### config.mk
export PLATFORM = sky130hd
export DESIGN_NAME = dma_copy_master
export DESIGN_NICKNAME = d
export VERILOG_FILES = /design/src/rtl/dma_copy_master.sv
export SDC_FILE = /design/constraint.sdc
export NUM_CORES = 1
export LEC_CHECK = 0
export CORE_MARGIN = 1.5
export CORE_UTILIZATION = 49
export DETAILED_ROUTE_END_ITERATION = 10
export GPL_ROUTABILITY_DRIVEN = 0
export PLACE_DENSITY = 0.89
export SYNTH_ARGS = -nofsm -noshare
export SYNTH_HDL_FRONTEND = slang
export SYNTH_SLANG_ARGS = --single-unit
### constraint.sdc
create_clock -name clk -period 2.1 [get_ports clk]
set_input_delay 0.42 -clock clk [delete_from_list [all_inputs] [get_ports clk]]
set_output_delay 0.42 -clock clk [all_outputs]
set_load 0.02 [all_outputs]
### src/rtl/dma_copy_master.sv
// dma_copy_master: bus initiator that copies a block of 32-bit words from a
// source to a destination address, one read followed by one write per word.
// It arbitrates with bus_req/bus_gnt and flags completion with done/irqout.
module dma_copy_master #(
  parameter int unsigned LEN_W = 16
) (
  input  logic             clk,
  input  logic             reset,
  input  logic             start,
  input  logic             abort,
  input  logic [31:0]      src_addr,
  input  logic [31:0]      dst_addr,
  input  logic [LEN_W-1:0] len,
  output logic             bus_req,
  input  logic             bus_gnt,
  output logic             rd,
  output logic             wr,
  output logic [31:0]      addr,
  output logic [31:0]      wdata,
  input  logic [31:0]      rdata,
  output logic             busy,
  output logic             done,
  output logic             irqout
);

  typedef enum logic [2:0] {
    S_IDLE,
    S_REQ,
    S_READ,
    S_WRITE,
    S_DONE
  } state_t;

  state_t           state;
  state_t           next_state;
  logic [31:0]      src_q;
  logic [31:0]      dst_q;
  logic [LEN_W-1:0] count_q;
  logic [31:0]      buf_q;
  logic             busy_q;
  logic             irq_q;

  // State register.
  always_ff @(posedge clk or negedge reset) begin
    if (!reset) begin
      state <= S_IDLE;
    end else begin
      state <= next_state;
    end
  end

  // Next-state logic; READ/WRITE only advance on a granted bus cycle.
  always_comb begin
    next_state = state;
    case (state)
      S_IDLE: begin
        if (start) begin
          next_state = (len == '0) ? S_DONE : S_REQ;
        end
      end
      S_REQ: begin
        if (abort) begin
          next_state = S_DONE;
        end else if (bus_gnt) begin
          next_state = S_READ;
        end
      end
      S_READ: begin
        if (bus_gnt) begin
          next_state = abort ? S_DONE : S_WRITE;
        end
      end
      S_WRITE: begin
        if (bus_gnt) begin
          next_state = (abort || (count_q == LEN_W'(1))) ? S_DONE : S_READ;
        end
      end
      S_DONE: begin
        next_state = S_IDLE;
      end
      default: begin
        next_state = S_IDLE;
      end
    endcase
  end

  // Bus strobes and status outputs; strobes are gated by the grant.
  always_comb begin
    bus_req = 1'b0;
    rd      = 1'b0;
    wr      = 1'b0;
    addr    = '0;
    wdata   = buf_q;
    done    = 1'b0;
    busy    = busy_q;
    irqout  = irq_q;
    case (state)
      S_REQ: begin
        bus_req = 1'b1;
      end
      S_READ: begin
        bus_req = 1'b1;
        rd      = bus_gnt;
        addr    = src_q;
      end
      S_WRITE: begin
        bus_req = 1'b1;
        wr      = bus_gnt;
        addr    = dst_q;
      end
      S_DONE: begin
        done = 1'b1;
      end
      default: begin
        bus_req = 1'b0;
      end
    endcase
  end

  // Address/count/data registers plus busy and sticky interrupt.
  always_ff @(posedge clk or negedge reset) begin
    if (!reset) begin
      src_q   <= '0;
      dst_q   <= '0;
      count_q <= '0;
      buf_q   <= '0;
      busy_q  <= 1'b0;
      irq_q   <= 1'b0;
    end else begin
      case (state)
        S_IDLE: begin
          if (start) begin
            src_q   <= src_addr & 32'hFFFF_FFFC;
            dst_q   <= dst_addr & 32'hFFFF_FFFC;
            count_q <= len;
            busy_q  <= 1'b1;
            irq_q   <= 1'b0;
          end
        end
        S_READ: begin
          if (bus_gnt) begin
            src_q <= src_q + 32'd4;
            if (!abort) begin
              buf_q <= rdata;
            end
          end
        end
        S_WRITE: begin
          if (bus_gnt) begin
            dst_q   <= dst_q + 32'd4;
            count_q <= count_q - LEN_W'(1);
          end
        end
        S_DONE: begin
          busy_q <= 1'b0;
        end
        default: begin
          busy_q <= busy_q;
        end
      endcase
      // Raise irqout on entry to DONE so it rises together with done; this
      // overrides the clear from a len==0 start that goes straight to DONE.
      if (next_state == S_DONE && state != S_DONE) begin
        irq_q <= 1'b1;
      end
    end
  end

endmodule

# After elaboration in Yosys (flattened, before gate mapping)

Cells that the tools add are included.

Bits in registers: 117
Output and inout bits: 70
Logic and storage cells: 64

Add/subtract/negate cells: 3
Equal/unequal tests: 10
Muxes and demuxes: 28
Bitwise operators: 1
Reduce and logical (&&, ||, !) cells: 15

Operator list:

| operator                | count |
|---|---|
| $pmux W32 S2            | 3 |
| $mux W32                | 4 |
| $add A32 B3 Y32 const B | 2 |
| $mux W16                | 2 |
| $pmux W16 S2            | 1 |
| $mux W3                 | 8 |
| $eq A16 B1 Y1 const B   | 1 |
| $logic_not A16 Y1       | 1 |
| $sub A16 B1 Y16 const B | 1 |
| $pmux W3 S4             | 1 |
| $reduce_bool A2 Y1      | 5 |
| $reduce_and A3 Y1       | 3 |
| $mux W1                 | 8 |
| $eq A3 B2 Y1 const B    | 2 |
| $eq A3 B3 Y1 const B    | 2 |
| $ne A2 B2 Y1 const B    | 3 |
| $reduce_and A2 Y1       | 2 |
| $eq A3 B1 Y1 const B    | 1 |
| $logic_not A3 Y1        | 1 |
| $ne A3 B3 Y1 const B    | 1 |
| $reduce_or A3 Y1        | 1 |
| $pmux W1 S2             | 1 |
| $logic_and A1 B1 Y1     | 1 |
| $logic_or A1 B1 Y1      | 1 |
| $not A1 Y1              | 1 |

# Depth between registers and ports, before layout

Word-level depth: 9
Gate-level depth with buffers: 8
Depth with buffers taken out: 6

# Least setup slack after synthesis

Ideal clock, no wire load.

Path kind: register -> output
Start point: register state[0]
End point: output port addr[16]
Data arrival time: 1.662 ns
Data required time: 1.680 ns
Setup slack: 0.018 ns
Cell stages (with the launch flop): 6
Cells stage by stage: dfrtp_1 -> clkbuf_1 -> nor2_1 -> nand2_1 -> clkbuf_1 -> o21ai_0

Word-level cells in the longest chain between the ends: 2
Elaborated cells on any way between the ends: 3
Classes of those cells: eq/ne (2); mux (1)

Ends and longest elaborated chain:

| what                   | line | source |
|---|---|---|
| start, declared        | 34   | `state_t state;` |
| start signal, assigned | 48   | `state <= next_state;` |
| $eq A3 B2 Y1           | 97   | `case (state)` |
| $pmux W32 S2 (*)       | 97   |  |
| end, declared          | 18   | `output logic [31:0] addr,` |

Every way passes the cells marked *; elsewhere a longest branch is shown, timed or not.

# Worst setup path in the final report

Start point: register state[1]
End point: output port addr[27]

Same word-level chain as after synthesis.

==> impl_metrics.csv <==
group,metric,value,unit
status,status,"complete, but fails checks",
status,violations,"negative setup slack",
sta,drv_slew,0,
synth,synthFlopType,"dfrtp_1",
floorplanning,die_x,120,um
power_and_ir_drop,clkPwrFrac,0.190,
clock_tree,cts-root-buf,"clkbuf_16",
floorplanning,core-area,13300,sq um
power_and_ir_drop,p_sw_frac,0.424,
floorplanning,io_pins,187,
power_and_ir_drop,pwr-share-comb,0.530,
layout,fin_util,0.779,
synth,synth_cell_types,71,
global_route,grt_max_degree,36,
routing,dr.pass1.iters,8,
global_route,antenna_found_initial,1,
sta,slew_headroom,0.634,
sta,rsz0062_at_grt,"true",
power_and_ir_drop,power-per-cell-area,1540,nW/um^2
layout,finalNonFillerCells,1217,
sta,clock_skew,0.00956,ns
sta,finalCritPeriodShare,1.06,
routing,wirelength,25000,um
critical_path,path_class,"reg2out",
clock_tree,cts.clk_slew.worst_paths,0.05,ns
critical_path,start_kind,"register",
power_and_ir_drop,ir_drop,0.729,mV
sta,finalSetupViolations,22,
clock_tree,clk_latency,0.43,ns
critical_path,crit_path_end_kind,"primary output",
global_route,gr-usage-all-layers,0.338,
clock_tree,htree_num_levels,4,
place,place_hpwl,16000,um
clock_tree,numCtsBuffers,17,
routing,route.detailed.drc,0,
synth,ys_warn_count,0,
sta,min_period,2.22,ns
routing,routedWlPerCell,20.6,um
clock_tree,cts.sinks,113,
synth,synth_most_common_cell,"dfrtp_1",
synth,synth_common_cells,"dfrtp_1, nand2_1, a21oi_1",
routing,postRouteAntennaNets,0,
clock_tree,cts_tree,"done",
global_route,grt_pass1_wl,37900,um
synth,synth.cell_area,6680,sq um
sta,worst_pin_slew,0.544,ns
sta,hold-worst-slack,0.505,ns
power_and_ir_drop,p_int,9.17,mW
floorplanning,chipHeight,120,um
layout,layout-drive-gt1-share,0.272,
synth,yosys-top-cells-area,"dfrtp_1, a21oi_1, mux2_2",
floorplanning,placementRows,42,
place,placedCellCount,1164,
global_route,grt.overflow.total,0,
layout,syn_to_final_growth,55.0,%
synth,synth_edf_count,0,
critical_path,crit_required,1.68,ns
synth,syn_area_per_cell,8.77,sq um
synth,synthCells,762,
floorplanning,dieArea,14300,sq um
job,drv_cap,0,
power_and_ir_drop,p_sw,6.76,mW
sta,max_freq,451,MHz
sta,setup_ws,-0.117,ns
critical_path,arrival,1.80,ns
global_route,grt_pass1_vias,7298,
routing,drtIter0Drc,1007,
power_and_ir_drop,power_frac_seq,0.280,
layout,fillers,802,
place,port_buffers,180,
synth,yosysTopAreaCellShare,0.423,
routing,routed_via_density,6.44,
synth,synth_seq_area_share,0.423,
synth,async_flop_share,1.00,
power_and_ir_drop,cellLeakagePower,4.35,nW
clock_tree,cts_buffer_depth,2,
synth,ys_ff_latch,113,
synth,synth_top_area_cell,"dfrtp_1",
critical_path,crit_fanout,6,
sta,hold_violations,0,
floorplanning,initial_core_util,0.503,
layout,nets,1148,
hold_path,hp-class,"reg2reg",
routing,vias,7843,
power by group through the flow:
| stage | Combinational (mW) | Sequential (mW) | Clock [mW] |
|---|---|---|---|
| final | 8.45 | 4.47 | 3.02 |
| after detailed placement | 7.62 | 4.34 | 0 |
| after global placement | 7.39 | 4.25 | 0 |
| after global routing | 8.92 | 4.58 | 3.15 |
| after CTS | 7.91 | 4.36 | 3.02 |
| after floorplan | 3.80 | 4.50 | 0 |
critical path, cell delays in order, from the launching register on:
cell	delay, ns
dfrtp_1	0.42
nor3b_4	0.18
buf_12	0.14
buf_12	0.12
buf_8	0.12
a22o_4	0.25
buf_6	0.13
registers in the layout, indices dropped and copies added, names as in the netlist:
name     count
state        3
count_q     16
busy         1
src_q       30
wdata       32
dst_q       30
irqout       1
metal layers:
metal | vias to the layer above | GRT usage | part of all wire
met5 | - | 0 | 0
met4 | 0 | 0.160 | 0.048
met3 | 135 | 0.0813 | 0.10
met2 | 624 | 0.551 | 0.48
met1 | 3695 | 0.424 | 0.37
li1 | 3389 | - | -
kinds of logic (layout without fill, tap and decap cells):
logic type / count (synthesis) / after routing / share of synthesized area
other: 1 / 3 / 0.000561
AND/OR/NAND/NOR: 293 / 293 / 0.231
buffers and inverters: 72 / 349 / 0.0461
flip-flops: 113 / 113 / 0.423
adder cells (fa/ha/maj): 4 / 4 / 0.00749
multiplexers: 39 / 39 / 0.0644
AO/OA/AOI/OAI: 240 / 240 / 0.227
placed cells by master (no fill, tap or decap), types with 4 or more instances in the layout:
master / n
a211oi_1: 5
a21oi_1: 79
a22o_1: 12
a22oi_1: 4
a2bb2oi_1: 10
a31oi_1: 9
a32oi_1: 7
a41o_1: 5
and2_1: 4
and3_1: 9
and4_1: 8
buf_12: 14
buf_2: 6
buf_4: 108
buf_6: 25
clkbuf_16: 17
clkdlybuf4s50_1: 145
clkinvlp_4: 4
dfrtp_1: 111
ha_1: 4
inv_1: 14
mux2_2: 32
mux2i_1: 7
nand2_1: 65
nand2_2: 22
nand2_4: 9
nand3_1: 39
nand4_1: 23
nor2_1: 48
nor3_1: 13
nor3b_1: 4
nor4_1: 8
o21ai_0: 54
o21ai_2: 4
o22ai_1: 16
o31ai_1: 4
or3_1: 7
through the flow:
step	setup TNS (ns)	total power, mW	setup slack [ns]	cell area (sq um)
5_1_grt	-2.35	16.6	-0.153	10400
6_report	-1.31	15.9	-0.117	10400
2_1_floorplan	0	8.30	0.0184	6690
3_5_place_dp	-4.67	12.0	-0.141	9400
4_1_cts	-1.50	15.3	-0.131	10200
3_3_place_gp	-3.02	11.6	-0.158	9400
timing repair:
| item | in CTS | in global routing |
|---|---|---|
| endpoints found under the hold margin | 32 | 0 |
| cloned | 1 | 0 |
| pin swaps | 5 | 9 |
| buffers inserted | 12 | 8 |
| resized for setup | 198 | 54 |
| setup endpoints to repair | 34 | 47 |
| hold buffers | 1 | 0 |
area by class of cell:
class / instances / area [sq um] / area share
Antenna cell: 1 / 2.50 / 0.000242
Clock buffer: 19 / 453 / 0.0437
Clock inverter: 13 / 161 / 0.0156
Inverter: 15 / 56.3 / 0.00544
Multi-Input combinational cell: 578 / 3740 / 0.361
Sequential cell: 113 / 2830 / 0.273
Tap cell: 176 / 220 / 0.0213
Timing Repair Buffer: 302 / 2890 / 0.279
path summary, 6_finish.rpt:
check | from | slack, ns | cells after the start | to
max reg2reg | src_q[19] | 0.05 | 6 | src_q[24]
min in group asynchronous | reset | 0.53 | 2 | dst_q[5]
min | wdata[25] | 0.50 | 1 | wdata[25]
max | state[1] | -0.12 | 6 | addr[27]
min reg2reg | wdata[25] | 0.50 | 1 | wdata[25]
max in group asynchronous | reset | 1.00 | 3 | wdata[28]
Note: power is estimated with default switching activity, not from simulation.
